$ cat src/rtl/arena_access_arbiter_pkg.sv
// Shared definitions for the arena map access arbiter: colours, widths,
// FSM state encoding and player identifiers.
package arena_access_arbiter_pkg;

    // Map geometry: 128x128 cells addressed as {y, x}
    localparam int ARENA_COORD_W = 7;
    localparam int ARENA_ADDR_W  = 2 * ARENA_COORD_W;
    localparam int ARENA_DATA_W  = 2;

    // Cell colours
    localparam logic [1:0] COL_BLACK = 2'b00;
    localparam logic [1:0] COL_RED   = 2'b01;
    localparam logic [1:0] COL_BLUE  = 2'b10;

    // FSM state encoding; CLEAR is zero so the debug view reads 0 in reset
    localparam int STATE_W = 3;
    typedef enum logic [STATE_W-1:0] {
        ST_CLEAR = 3'd0,
        ST_READY = 3'd1,
        ST_RD    = 3'd2,
        ST_WAIT  = 3'd3,
        ST_WR    = 3'd4
    } arb_state_t;

    // Requester identity
    typedef enum logic {
        PLAYER_1 = 1'b0,
        PLAYER_2 = 1'b1
    } player_t;

endpackage

$ cat src/rtl/arena_access_arbiter_rr_arbiter2.sv
// Two-requester round-robin picker. A lone requester always wins; when both
// request, the pointer decides and then moves to the loser so that the next
// contended grant goes the other way.
module arena_access_arbiter_rr_arbiter2
    import arena_access_arbiter_pkg::*;
(
    input  logic    clk,
    input  logic    reset_n,
    input  logic    req1,
    input  logic    req2,
    input  logic    grant_en,
    output logic    gnt_valid,
    output player_t gnt_id
);

    player_t rr_ptr_q;

    // Pick a winner among the current requesters
    always_comb begin
        gnt_valid = req1 | req2;
        gnt_id    = PLAYER_1;
        if (req1 && req2) begin
            gnt_id = rr_ptr_q;
        end else if (req2) begin
            gnt_id = PLAYER_2;
        end
    end

    // Pointer flips only after a contended grant is actually taken
    always_ff @(posedge clk or negedge reset_n) begin
        if (!reset_n) begin
            rr_ptr_q <= PLAYER_1;
        end else if (grant_en && req1 && req2) begin
            rr_ptr_q <= (rr_ptr_q == PLAYER_1) ? PLAYER_2 : PLAYER_1;
        end
    end

endmodule

$ cat src/rtl/arena_access_arbiter.sv
// Arena map RAM access arbiter. Owns the single RAM port, sweeps the map to
// BLACK after reset and on every game_init, and serves the two players with
// atomic check-and-stamp accesses (read cell, report prior colour, write the
// player colour only when the cell was BLACK).
//
// Handshake: reqN is a level held by the requester, with xN/yN stable, until
// it sees ackN. ackN is a single-cycle pulse and hitN is valid with it and
// holds until the next ackN. A requester is not considered for a new grant
// in the cycle its ack is high, so a held request is not double-served.
module arena_access_arbiter
    import arena_access_arbiter_pkg::*;
#(
    parameter int                COORD_W      = ARENA_COORD_W,
    parameter int                DATA_W       = ARENA_DATA_W,
    parameter logic [DATA_W-1:0] P1_COLOUR    = DATA_W'(COL_RED),
    parameter logic [DATA_W-1:0] P2_COLOUR    = DATA_W'(COL_BLUE),
    parameter bit                CLEAR_ON_RST = 1'b1,
    localparam int               ADDR_W       = 2 * COORD_W
) (
    input  logic               clk,
    input  logic               reset_n,
    input  logic               game_init,
    input  logic               req1,
    input  logic [COORD_W-1:0] x1,
    input  logic [COORD_W-1:0] y1,
    output logic               ack1,
    output logic [DATA_W-1:0]  hit1,
    input  logic               req2,
    input  logic [COORD_W-1:0] x2,
    input  logic [COORD_W-1:0] y2,
    output logic               ack2,
    output logic [DATA_W-1:0]  hit2,
    output logic [ADDR_W-1:0]  ram_addr,
    output logic               ram_we,
    output logic [DATA_W-1:0]  ram_din,
    input  logic [DATA_W-1:0]  ram_dout,
    output logic               busy,
    output logic               clear_done,
    output logic [STATE_W-1:0] dbg_state
);

    localparam logic [DATA_W-1:0] BLACK = DATA_W'(COL_BLACK);

    arb_state_t          state_q, state_d;
    logic [ADDR_W-1:0]   clr_cnt_q;
    logic                armed_q;       // low only in the first cycle after reset
    player_t             acc_id_q;
    logic [ADDR_W-1:0]   acc_addr_q;
    logic [DATA_W-1:0]   acc_colour_q;
    logic                ack1_q, ack2_q;
    logic [DATA_W-1:0]   hit1_q, hit2_q;
    logic                clear_done_q;

    logic                elig1, elig2;
    logic                grant_en;
    logic                gnt_valid;
    player_t             gnt_id;
    logic                granted;
    logic                clear_wr;
    logic                last_addr;
    logic                stamp_wr;

    arena_access_arbiter_rr_arbiter2 u_rr (
        .clk       (clk),
        .reset_n   (reset_n),
        .req1      (elig1),
        .req2      (elig2),
        .grant_en  (grant_en),
        .gnt_valid (gnt_valid),
        .gnt_id    (gnt_id)
    );

    // Eligibility, grant strobe and write qualifiers
    always_comb begin
        elig1     = req1 & ~ack1_q;
        elig2     = req2 & ~ack2_q;
        grant_en  = (state_q == ST_READY) && !game_init;
        granted   = grant_en && gnt_valid;
        clear_wr  = (state_q == ST_CLEAR) && armed_q;
        last_addr = (clr_cnt_q == {ADDR_W{1'b1}});
        // An aborted access must not leave a stamp behind
        stamp_wr  = (state_q == ST_WR) && (ram_dout == BLACK) && !game_init;
    end

    // Next-state logic; game_init overrides everything
    always_comb begin
        state_d = state_q;
        case (state_q)
            ST_CLEAR: if (clear_wr && last_addr) state_d = ST_READY;
            ST_READY: if (granted) state_d = ST_RD;
            ST_RD:    state_d = ST_WAIT;
            ST_WAIT:  state_d = ST_WR;
            ST_WR:    state_d = ST_READY;
            default:  state_d = ST_READY;
        endcase
        if (game_init) begin
            state_d = ST_CLEAR;
        end
    end

    // RAM port mux: clear sweep versus latched player access
    always_comb begin
        ram_addr = '0;
        ram_we   = 1'b0;
        ram_din  = BLACK;
        case (state_q)
            ST_CLEAR: begin
                ram_addr = clr_cnt_q;
                ram_we   = armed_q;
            end
            ST_RD, ST_WAIT: begin
                ram_addr = acc_addr_q;
            end
            ST_WR: begin
                ram_addr = acc_addr_q;
                ram_we   = stamp_wr;
                ram_din  = stamp_wr ? acc_colour_q : BLACK;
            end
            default: begin
                ram_addr = '0;
            end
        endcase
    end

    // State, sweep counter, latched access and ack/hit registers
    always_ff @(posedge clk or negedge reset_n) begin
        if (!reset_n) begin
            state_q      <= CLEAR_ON_RST ? ST_CLEAR : ST_READY;
            clr_cnt_q    <= '0;
            armed_q      <= 1'b0;
            acc_id_q     <= PLAYER_1;
            acc_addr_q   <= '0;
            acc_colour_q <= '0;
            ack1_q       <= 1'b0;
            ack2_q       <= 1'b0;
            hit1_q       <= '0;
            hit2_q       <= '0;
            clear_done_q <= 1'b0;
        end else begin
            state_q      <= state_d;
            armed_q      <= 1'b1;
            clear_done_q <= clear_wr && last_addr && !game_init;
            ack1_q       <= 1'b0;
            ack2_q       <= 1'b0;

            if (game_init) begin
                clr_cnt_q <= '0;
            end else if (clear_wr) begin
                clr_cnt_q <= clr_cnt_q + ADDR_W'(1);
            end

            if (granted) begin
                acc_id_q <= gnt_id;
                if (gnt_id == PLAYER_2) begin
                    acc_addr_q   <= {y2, x2};
                    acc_colour_q <= P2_COLOUR;
                end else begin
                    acc_addr_q   <= {y1, x1};
                    acc_colour_q <= P1_COLOUR;
                end
            end

            if ((state_q == ST_WR) && !game_init) begin
                if (acc_id_q == PLAYER_2) begin
                    ack2_q <= 1'b1;
                    hit2_q <= ram_dout;
                end else begin
                    ack1_q <= 1'b1;
                    hit1_q <= ram_dout;
                end
            end
        end
    end

    assign ack1       = ack1_q;
    assign ack2       = ack2_q;
    assign hit1       = hit1_q;
    assign hit2       = hit2_q;
    assign clear_done = clear_done_q;
    assign busy       = armed_q && (state_q != ST_READY);
    assign dbg_state  = state_q;

endmodule
$ cat config.mk
export PLATFORM = sky130hd
export DESIGN_NAME = arena_access_arbiter
export DESIGN_NICKNAME = d
export VERILOG_FILES = /design/src/rtl/arena_access_arbiter_pkg.sv /design/src/rtl/arena_access_arbiter_rr_arbiter2.sv /design/src/rtl/arena_access_arbiter.sv
export SDC_FILE = /design/constraint.sdc
export NUM_CORES = 1
export LEC_CHECK = 0
export BUFFER_PORTS_ARGS = -buffer_cell sky130_fd_sc_hd__buf_2
export CORE_MARGIN = 1
export CORE_UTILIZATION = 31
export CTS_CLUSTER_SIZE = 24
export DETAILED_ROUTE_END_ITERATION = 12
export GPL_TIMING_DRIVEN = 0
export HOLD_SLACK_MARGIN = 0.12
export PLACE_DENSITY = 0.58
export SLEW_MARGIN = 5
export SYNTH_ARGS = -nofsm -noshare
export SYNTH_HDL_FRONTEND = slang
export SYNTH_SLANG_ARGS = --single-unit
$ cat constraint.sdc
create_clock -name clk -period 2.9 [get_ports clk]
set_input_delay 0.58 -clock clk [delete_from_list [all_inputs] [get_ports clk]]
set_output_delay 0.58 -clock clk [all_outputs]
set_load 0.02 [all_outputs]
# ---- Word-level counts from Yosys, hierarchy flattened
# Index checks and enable logic that the tools add are counted.
dict set report word_totals {
  reg_bits 43
}
dict set report op_classes {
  addsub 1
  n_eq_ne 8
  muxes 19
  bitwise 6
  n_reduce_logical 20
}
# cell count
set ops {}
lappend ops {{$mux 14} 3}
lappend ops {{$pmux 14 s2} 1}
lappend ops {{$add 14x1->14 const B} 1}
lappend ops {{$eq 14x14->1 const B} 1}
lappend ops {{$logic_and 1x1->1} 12}
lappend ops {{$pmux 3 s4} 1}
lappend ops {{$mux 3} 3}
lappend ops {{$mux 1} 7}
lappend ops {{$eq 3x2->1 const B} 2}
lappend ops {{$mux 2} 3}
lappend ops {{$reduce_and 2->1} 3}
lappend ops {{$eq 3x1->1 const B} 1}
lappend ops {{$eq 3x3->1 const B} 1}
lappend ops {{$logic_not 3->1} 1}
lappend ops {{$ne 3x1->1 const B} 1}
lappend ops {{$ne 3x2->1 const B} 1}
lappend ops {{$ne 3x3->1 const B} 1}
lappend ops {{$not 1->1} 3}
lappend ops {{$reduce_or 3->1} 1}
lappend ops {{$and 1x1->1} 2}
lappend ops {{$logic_not 2->1} 1}
lappend ops {{$pmux 1 s2} 1}
lappend ops {{$reduce_bool 2->1} 1}
lappend ops {{$logic_not 1->1} 1}
lappend ops {{$or 1x1->1} 1}

# ---- Logic depth before layout (Yosys ltp)
# Gate-level depths: netlist of run 1.
dict set report logic_depth {
  ltp_word 7
  mapped_depth 5
  mapped_depth_nobuf 5
}

# ---- Hierarchy
# A second synthesis of run 1 with hierarchy kept.
dict set report unflattened {
  hier_cells 242
  area_unflattened_um2 2243.4
}
# mod n_inst cells_each area_each_um2
set by_module_without_submodules {}
lappend by_module_without_submodules {arena_access_arbiter 1 236 2187.1}
lappend by_module_without_submodules {arena_access_arbiter_rr_arbiter2 1 6 56.3}

# ---- Worst setup path before layout of run 1
# Ideal clock, no wire load.
dict set report synth_timing {
  path_kind {flip-flop to output port}
  start {register state_q[0] (netlist: dbg_state[0])}
  end {output port ram_we}
  arrival_time_ns 1.730
  required_ns 2.320
  path_slack_ns 0.590
  stages_incl_launch_ff 3
  n_path_buf 0
  cell_sequence {dfrtp_1 -> or3b_2 -> o41ai_1}
}
dict set report synth_between {
  elab_chain_len 4
}
# item line_no
set synth_lines {}
lappend synth_lines {{from (decl)} arena_access_arbiter.sv:44} ;# arb_state_t state_q, state_d;
lappend synth_lines {{from (signal assigned)} arena_access_arbiter.sv:128} ;# state_q <= CLEAR_ON_RST ? ST_CLEAR : ST_READY;
lappend synth_lines {{from (signal assigned)} arena_access_arbiter.sv:140} ;# state_q <= state_d;
lappend synth_lines {{$eq 3x3->1} {arena_access_arbiter.sv:82, arena_access_arbiter.sv:106}}
lappend synth_lines {{$logic_and 1x1->1 (2 in a row)} arena_access_arbiter.sv:82} ;# stamp_wr = (state_q == ST_WR) && (ram_dout == BLACK) && !game_init;
lappend synth_lines {{$pmux 1 s2 *} arena_access_arbiter.sv:106} ;# case (state_q)
lappend synth_lines {{to (decl)} arena_access_arbiter.sv:34} ;# output logic ram_we,
# Mark *: on every way between the ends. The rest lies on a longest branch, timed or not.

# ---- Worst setup path after layout of run 1
dict set report layout_timing {
  start {register state_q[1] (netlist: dbg_state[1])}
  end {output port ram_addr[12]}
}
dict set report layout_between {
  elab_chain_len 3
}
# item line_no
set layout_lines {}
lappend layout_lines {{$eq 3x3->1 or $eq 3x2->1 (tied branches)} arena_access_arbiter.sv:106}
lappend layout_lines {{$reduce_or 3->1 (no line)} n/a}
lappend layout_lines {{$pmux 14 s2 *} arena_access_arbiter.sv:106}
lappend layout_lines {{to (decl)} arena_access_arbiter.sv:33} ;# output logic [ADDR_W-1:0] ram_addr,
# Marked as above.

==> out/qor.csv, run 1 <==
metric;value;unit
status;complete, no violations;
setup bufs post-CTS;0;
Power, Total;1.42;mW
final-layout fill cell count;696;
clock sink count;42;
Gate power share;17.4;%
I/O pins;63;
Clk pwr share;27.3;%
CP Cell Sequence;nor2_1 > clkbuf_1 > a22oi_1 > o21ai_0 > buf_2;
total core area;6790;sq um
Post-route DRC;0;
synthesis warning total;0;
Post-Synthesis Net Count;261;
FP Rows;30;
critical path peak fanout;10;
pwr dens;528;nW/um^2
Worst Setup End Kind;primary output;
nets;330;
#FFs+latches synth;42;
GRT Total Usage;17.0;%
Critical-path top delay cell;dfrtp_1;
Die ar.;7350;sq um
Avg Inst Size Synth;9.66;sq um
Area Growth Syn to Fin;24.1;%
RSZ-0062 raised after global routing;no;
share of post-route cells with drive strength above 1;27.5;%
final setup fails;0;
Final Max Slew Viols;0;
sequential area share after synthesis;48.3;%
Internal Pwr Total;1.03;mW
Die Y;85.8;um
HPWL Detailed;4230;um
vias in the first global route;1851;
WL/cell;14.6;um
post-synth top area cell;dfrtp_1;
library cells used by synthesis;38;
Hold Fails Final Rpt;0;
Area contributors post-synth;dfrtp_1 48%, a221o_1 6.4%, a22oi_1 4.8%;
switch share;27.9;%
max incr delay on CP;0.46;ns
Mapped Area;2170;sq um
initial core utilization;32.0;%
DRT iter0 DRCs;132;
Slew @ Worst Pin;0.959;ns
initial antenna violation count;0;
CTS tree;done;
vias per inst;4.98;
cells on worst reg2reg path;5;
final wirelength;5700;um
antenna diode count;0;
commonest cells after routing, fill and taps aside;65 x buf_2, 42 x dfrtp_1, 23 x nand2_1;
flop2flop setup slack;0.64;ns
asr flop ratio synth;100;%
gr ovfl total;0;
largest net degree at the start of global routing;43;
first-pass GRT wire length;9530;um
MaxCap Viol Count;0;
router iterations before antenna repair;4;
Layout Utilization;39.7;%
placed cells;383;
clock root buffer master;clkbuf_8;
Die W;85.8;um
Placer Congestion;0.806;
post-synthesis instance total;225;
PostCTS Resize Cnt;0;
vias;1949;
Clock Path Buffers;2;
IO buf count;62;
share of the synthesized area in the top cell type;48.3;%
Worst Skew;0.00522;ns
startpoint types;register;
Leakage;1.26;nW
HP Class;input pin to async pin;
Clock transition at path regs;0.08;ns
Post-DRT Antenna Nets;0;
shortest period the worst path allows;2.68;ns
maximum VDD drop;0.000158;V
CTS Hold Buffers Added;0;
Fin Setup TNS;0;ns
Flop pwr share;55.4;%
Final period util;92.6;%
Finished Layout Cells;391;
H-tree Lvls;2;
crit path kind;register to primary output;
r2r endpoint;acc_addr_q[2];
sequential cell area;1050;sq um
Top FF cell, synth;dfrtp_1;
area of the multi-input gates;1060;sq um
Max-Slew Margin vs Limit;36.1;%
Data arrival, critical path;2.10;ns
Req. time, crit path;2.32;ns
commonest non-fill, non-tap cell in the layout;buf_2;
sw power;0.398;mW
Fmax;0.373;GHz
worst skew pair latency;0.29;ns
worst r2r src;dbg_state[1];
Post-synth EDFFs;0;
total CTS buffers;5;
==> layout make-up <==
cell class	count	share of cell area [%]
clock buffers	7	3.20
flip-flops and latches	42	38.9
clock inverters	1	0.185
repair buffers	62	11.5
multi-input cells	166	39.1
plain buffers	12	1.90
well taps	96	4.45
inverters	5	0.695
==> worst max-delay path: cells and delay by family, from the launching register on <==
family / cells / cell delay, ns
buf+inv: 2 / 0.62
flops: 1 / 0.46
compound gates: 2 / 0.38
simple gates: 1 / 0.34
==> power by group through the flow <==
| stage | sequential [mW] | combinational (mW) | clock [mW] |
|---|---|---|---|
| after floorplan | 0.763 | 0.175 | 0 |
| after detailed placement | 0.800 | 0.247 | 0 |
| after global routing | 0.807 | 0.284 | 0.434 |
| final | 0.788 | 0.247 | 0.388 |
| after CTS | 0.789 | 0.252 | 0.408 |
| after global placement | 0.798 | 0.252 | 0 |
==> flip-flops by register name, summed over array words and instances, names as in the netlist <==
name,flops
acc_addr_q,14
clr_cnt_q,14
dbg_state,3
hit1,2
hit2,2
acc_colour_q,1
acc_id_q,1
ack1,1
ack2,1
armed_q,1
clear_done,1
u_rr.rr_ptr_q,1
==> stage by stage <==
step | instance area [sq um] | setup slack, ns | hold slack, ns
after CTS | 2700 | 0.0851 | 0.470
after global placement | 2610 | 0.444 | 0.484
after floorplan | 2170 | 0.590 | 0.284
final | 2700 | 0.216 | 0.432
after global routing | 2700 | 0.0296 | 0.497
after detailed placement | 2610 | 0.427 | 0.490
==> worst max path at each step <==
stage                 start             to  slack (ns)  cells past startpoint
2_1_floorplan  dbg_state[0]         ram_we        0.59                      2
3_3_place_gp      game_init  acc_addr_q[1]        0.44                      6
3_5_place_dp   dbg_state[1]   ram_addr[12]        0.43                      6
4_1_cts        dbg_state[0]   ram_addr[12]        0.09                      6
5_1_grt        dbg_state[0]    ram_addr[0]        0.03                      6
6_report       dbg_state[1]   ram_addr[12]        0.22                      5
==> cell usage after synthesis, types with 4 or more instances <==
cell type and instances:
nor3_1 8, and2_1 14, xnor2_1 4, o31ai_1 4, a21oi_1 7, a221o_1 14
inv_1 5, a22oi_1 14, nor2_1 13, nand2_1 23, clkbuf_1 6, or4_1 4
nand3_1 9, mux2_2 4, xor2_1 6, o21ai_0 14, dfrtp_1 42
==> routing by layer <==
layer | track usage (%) | share of wire (%) | vias to the layer above
met5 | 0 | 0 | -
met4 | 5.61 | 1.7 | 0
met3 | 3.85 | 4.1 | 8
met2 | 26.3 | 47 | 47
met1 | 23.8 | 47 | 923
li1 | - | - | 971
==> kinds of logic (layout without fill, tap and decap cells) <==
family | after synthesis | after routing | synth area share (%)
AOI/OAI and AO/OA | 60 | 60 | 20.0
xor gates and xnor gates | 10 | 10 | 4.03
adders and majority gates | 1 | 1 | 0.575
buffers and inverters | 17 | 87 | 3.11
DFF | 42 | 42 | 48.3
muxes | 4 | 4 | 2.07
other | 1 | 1 | 0.172
and+or+nand+nor | 90 | 90 | 21.7
Power figures use the tool's default switching activity.
==> run 2: changes to the inputs <==
SYNTH_HIERARCHICAL = 1   (was default)
==> run 2 against run 1 <==
  * Sequential cell count unchanged
  * Cell area up 2.5%
  * Global-route usage down 1.5 points
  * Largest cell class unchanged
  * Critical endpoint is now ram_din[1]
  * Non-clock buffer count up 1
  * Setup slack better by 0.075 ns
  * Maximum frequency up 2.9%
  * Sequential power down 25%
  * Count of clock-buffer cells in the layout down 2
  * Clock power about the same
  * Total power down 25%
  * Die area up 3.1%
==> out/qor.csv, run 2 <==
metric;value;unit;change
status;complete, no violations;;
switch share;25.7;%;-2.2 points
most instantiated cells after synthesis;42 x dfrtp_1, 40 x nand2_1, 33 x o21ai_0, 28 x mux2i_1, 14 x nor2_1;;
Clock transition at path regs;0.08;ns;about the same
IO buf count;62;;unchanged
Req. time, crit path;2.32;ns;about the same
HPWL Detailed;4130;um;-2.5%
router iterations before antenna repair;4;;unchanged
commonest cells after routing, fill and taps aside;63 x buf_2, 42 x dfrtp_1, 40 x nand2_1;;
Die Y;87.1;um;+1.5%
clock sink count;42;;unchanged
sw power;0.276;mW;-31%
gr ovfl total;0;;unchanged
Worst Skew;0.00475;ns;-0.000469 ns
initial antenna violation count;0;;unchanged
Post-Synthesis Net Count;278;;+6.5%
Layout Utilization;40.1;%;+0.33 points
post-synth top area cell;dfrtp_1;;
Post-synth EDFFs;0;;unchanged
CP Cell Sequence;or2_2 > clkbuf_1 > nor3b_2 > nand2_1 > nor3_1 > buf_2;;
Critical-path top delay cell;dfrtp_1;;
Internal Pwr Total;0.798;mW;-22%
share of post-route cells with drive strength above 1;25.7;%;-1.7 points
crit path kind;register to primary output;;
HP Class;input pin to async pin;;
Fmax;0.383;GHz;+2.9%
Hold Slack;0.416;ns;-0.0162 ns
H-tree Lvls;2;;unchanged
Slew @ Worst Pin;0.927;ns;-0.0320 ns
Post-route DRC;0;;unchanged
Flop pwr share;55.3;%;about the same
pwr dens;388;nW/um^2;-26%
synthesis warning total;6;;+6
Final Max Slew Viols;0;;unchanged
max incr delay on CP;0.47;ns;about the same
Placer Congestion;0.802;;-0.57%
commonest non-fill, non-tap cell in the layout;buf_2;;
Die ar.;7580;sq um;+3.1%
Gate power share;8.5;%;-8.9 points
vias;1951;;+0.10%
antenna diode count;0;;unchanged
Hold Fails Final Rpt;0;;unchanged
Area Growth Syn to Fin;23.3;%;
asr flop ratio synth;100;%;unchanged
Data arrival, critical path;2.03;ns;-0.07 ns
library cells used by synthesis;31;;-18%
GRT Total Usage;15.6;%;-1.5 points
sequential area share after synthesis;46.8;%;-1.5 points
WL/cell;13.4;um;-8.0%
post-synthesis instance total;242;;+7.6%
Final WS setup;0.291;ns;+0.0748 ns
Worst Setup End Kind;primary output;;
Post-DRT Antenna Nets;0;;unchanged
vias per inst;4.79;;-3.8%
Mapped Area;2240;sq um;+3.2%
final setup fails;0;;unchanged
Avg Inst Size Synth;9.27;sq um;-4.1%
Final period util;90.0;%;-2.6 points
DRT iter0 DRCs;150;;+14%
clock root buffer master;clkbuf_8;;
Max-Slew Margin vs Limit;38.2;%;+2.1 points
worst skew pair latency;0.30;ns;about the same
first-pass GRT wire length;9050;um;-5.0%
total CTS buffers;5;;unchanged
total core area;6910;sq um;+1.7%
I/O pins;63;;unchanged
share of the synthesized area in the top cell type;46.8;%;-1.5 points
Clock Path Buffers;2;;unchanged
final wirelength;5460;um;-4.2%
FP Rows;30;;unchanged
Clk pwr share;36.2;%;+8.9 points
Die W;87.1;um;+1.5%
vias in the first global route;1818;;-1.8%
shortest period the worst path allows;2.61;ns;-0.0748 ns
initial core utilization;32.5;%;+0.47 points
most frequent cell after synthesis;dfrtp_1;;
Fin Setup TNS;0;ns;unchanged
largest net degree at the start of global routing;43;;unchanged
maximum VDD drop;0.000183;V;+16%
CTS tree;done;;
Leakage;1.26;nW;+0.34%
RSZ-0062 raised after global routing;no;;
Top FF cell, synth;dfrtp_1;;
critical path peak fanout;10;;unchanged
nets;346;;+4.8%
startpoint types;register;;
MaxCap Viol Count;0;;unchanged
DP Worst Slack;0.199;ns;-0.228 ns
#FFs+latches synth;42;;unchanged
Area contributors post-synth;dfrtp_1 47%, mux2i_1 12%, o21ai_0 7.4%;;
==> run 2: cell count changes in the layout (fill, tap and decap cells not counted), sizes merged, moves of 3 or more <==
cell   previous run  this run
nand2            23        40
xnor2             4         8
a221o            14         0
buf              67        64
nor2b             2         6
nor4              2         5
or4               4         1
mux2i             0        28
o21ai            15        33
o31ai             4         0
a22oi            14         0
and2             15         0
xor2              6         3
==> run 2: final cells by class <==
cell class,instances,area (sq um)
buffer,13,50.0
sequential,42,1050
clock buffer,5,68.8
timing repair buffer,62,310
inverter,3,11.3
fill,726,4140
clock inverter,3,21.3
multi-input combinational,183,1130
tap,96,120
==> run 2: worst paths after layout <==
path	from	endpoint	slack (ns)	depth (start not counted)
worst max-delay path	dbg_state[1]	ram_din[1]	0.29	6
worst min-delay path	reset_n	clr_cnt_q[11]	0.42	1
worst max register to register	ack2	acc_addr_q[13]	0.66	6
worst min register to register	u_rr/rr_ptr_q	u_rr/rr_ptr_q	0.48	1
max in group asynchronous	reset_n	clr_cnt_q[1]	1.92	1
min in group clk	u_rr/rr_ptr_q	u_rr/rr_ptr_q	0.48	1
==> run 2: cells by family after synthesis <==
| family | count (synthesis) | share of synthesized area, % |
|---|---|---|
| compound gates | 41 | 9.54 |
| fa+ha+maj | 1 | 0.558 |
| xor+xnor | 11 | 4.29 |
| other cells | 1 | 0.167 |
| simple gates | 96 | 20.7 |
| mux | 33 | 15.0 |
| buf+inv | 17 | 2.84 |
| flops | 42 | 46.8 |
==> run 2: power groups by stage <==
| stage | Sequential, mW | Clock, mW | Combinational [mW] |
|---|---|---|---|
| after detailed placement | 0.605 | 0 | 0.0937 |
| after CTS | 0.594 | 0.403 | 0.0940 |
| after global routing | 0.594 | 0.432 | 0.104 |
| after global placement | 0.605 | 0 | 0.0932 |
| final | 0.594 | 0.389 | 0.0915 |
| after floorplan | 0.604 | 0 | 0.0443 |
==> run 2: critical path, delay by kind of cell, from the launching register on <==
family,cells,cell delay [ns]
buffers and inverters,2,0.36
flip-flops,1,0.47
AND/OR/NAND/NOR,4,0.91
==> run 2: layer usage <==
metal	routed length (um)	GRT usage, %	up-vias
met3	343	3.79	8
met1	2610	22.7	916
met2	2440	22.8	54
li1	-	-	973
met5	0	0	-
met4	69	4.55	0
==> run 2: what timing repair did <==
action | CTS | global route
gates resized for setup | 1 | 1
hold buffers | 0 | 0
setup buffers | 0 | 0
setup endpoints to repair | 5 | 3
==> run 2: stage by stage <==
| stage | std cells | power [mW] | area [sq um] |
|---|---|---|---|
| floorplan | 242 | 0.649 | 2240 |
| global placement | 400 | 0.698 | 2670 |
| detailed placement | 400 | 0.699 | 2670 |
| CTS | 408 | 1.09 | 2770 |
| global route | 407 | 1.13 | 2770 |
| finish | 407 | 1.07 | 2770 |
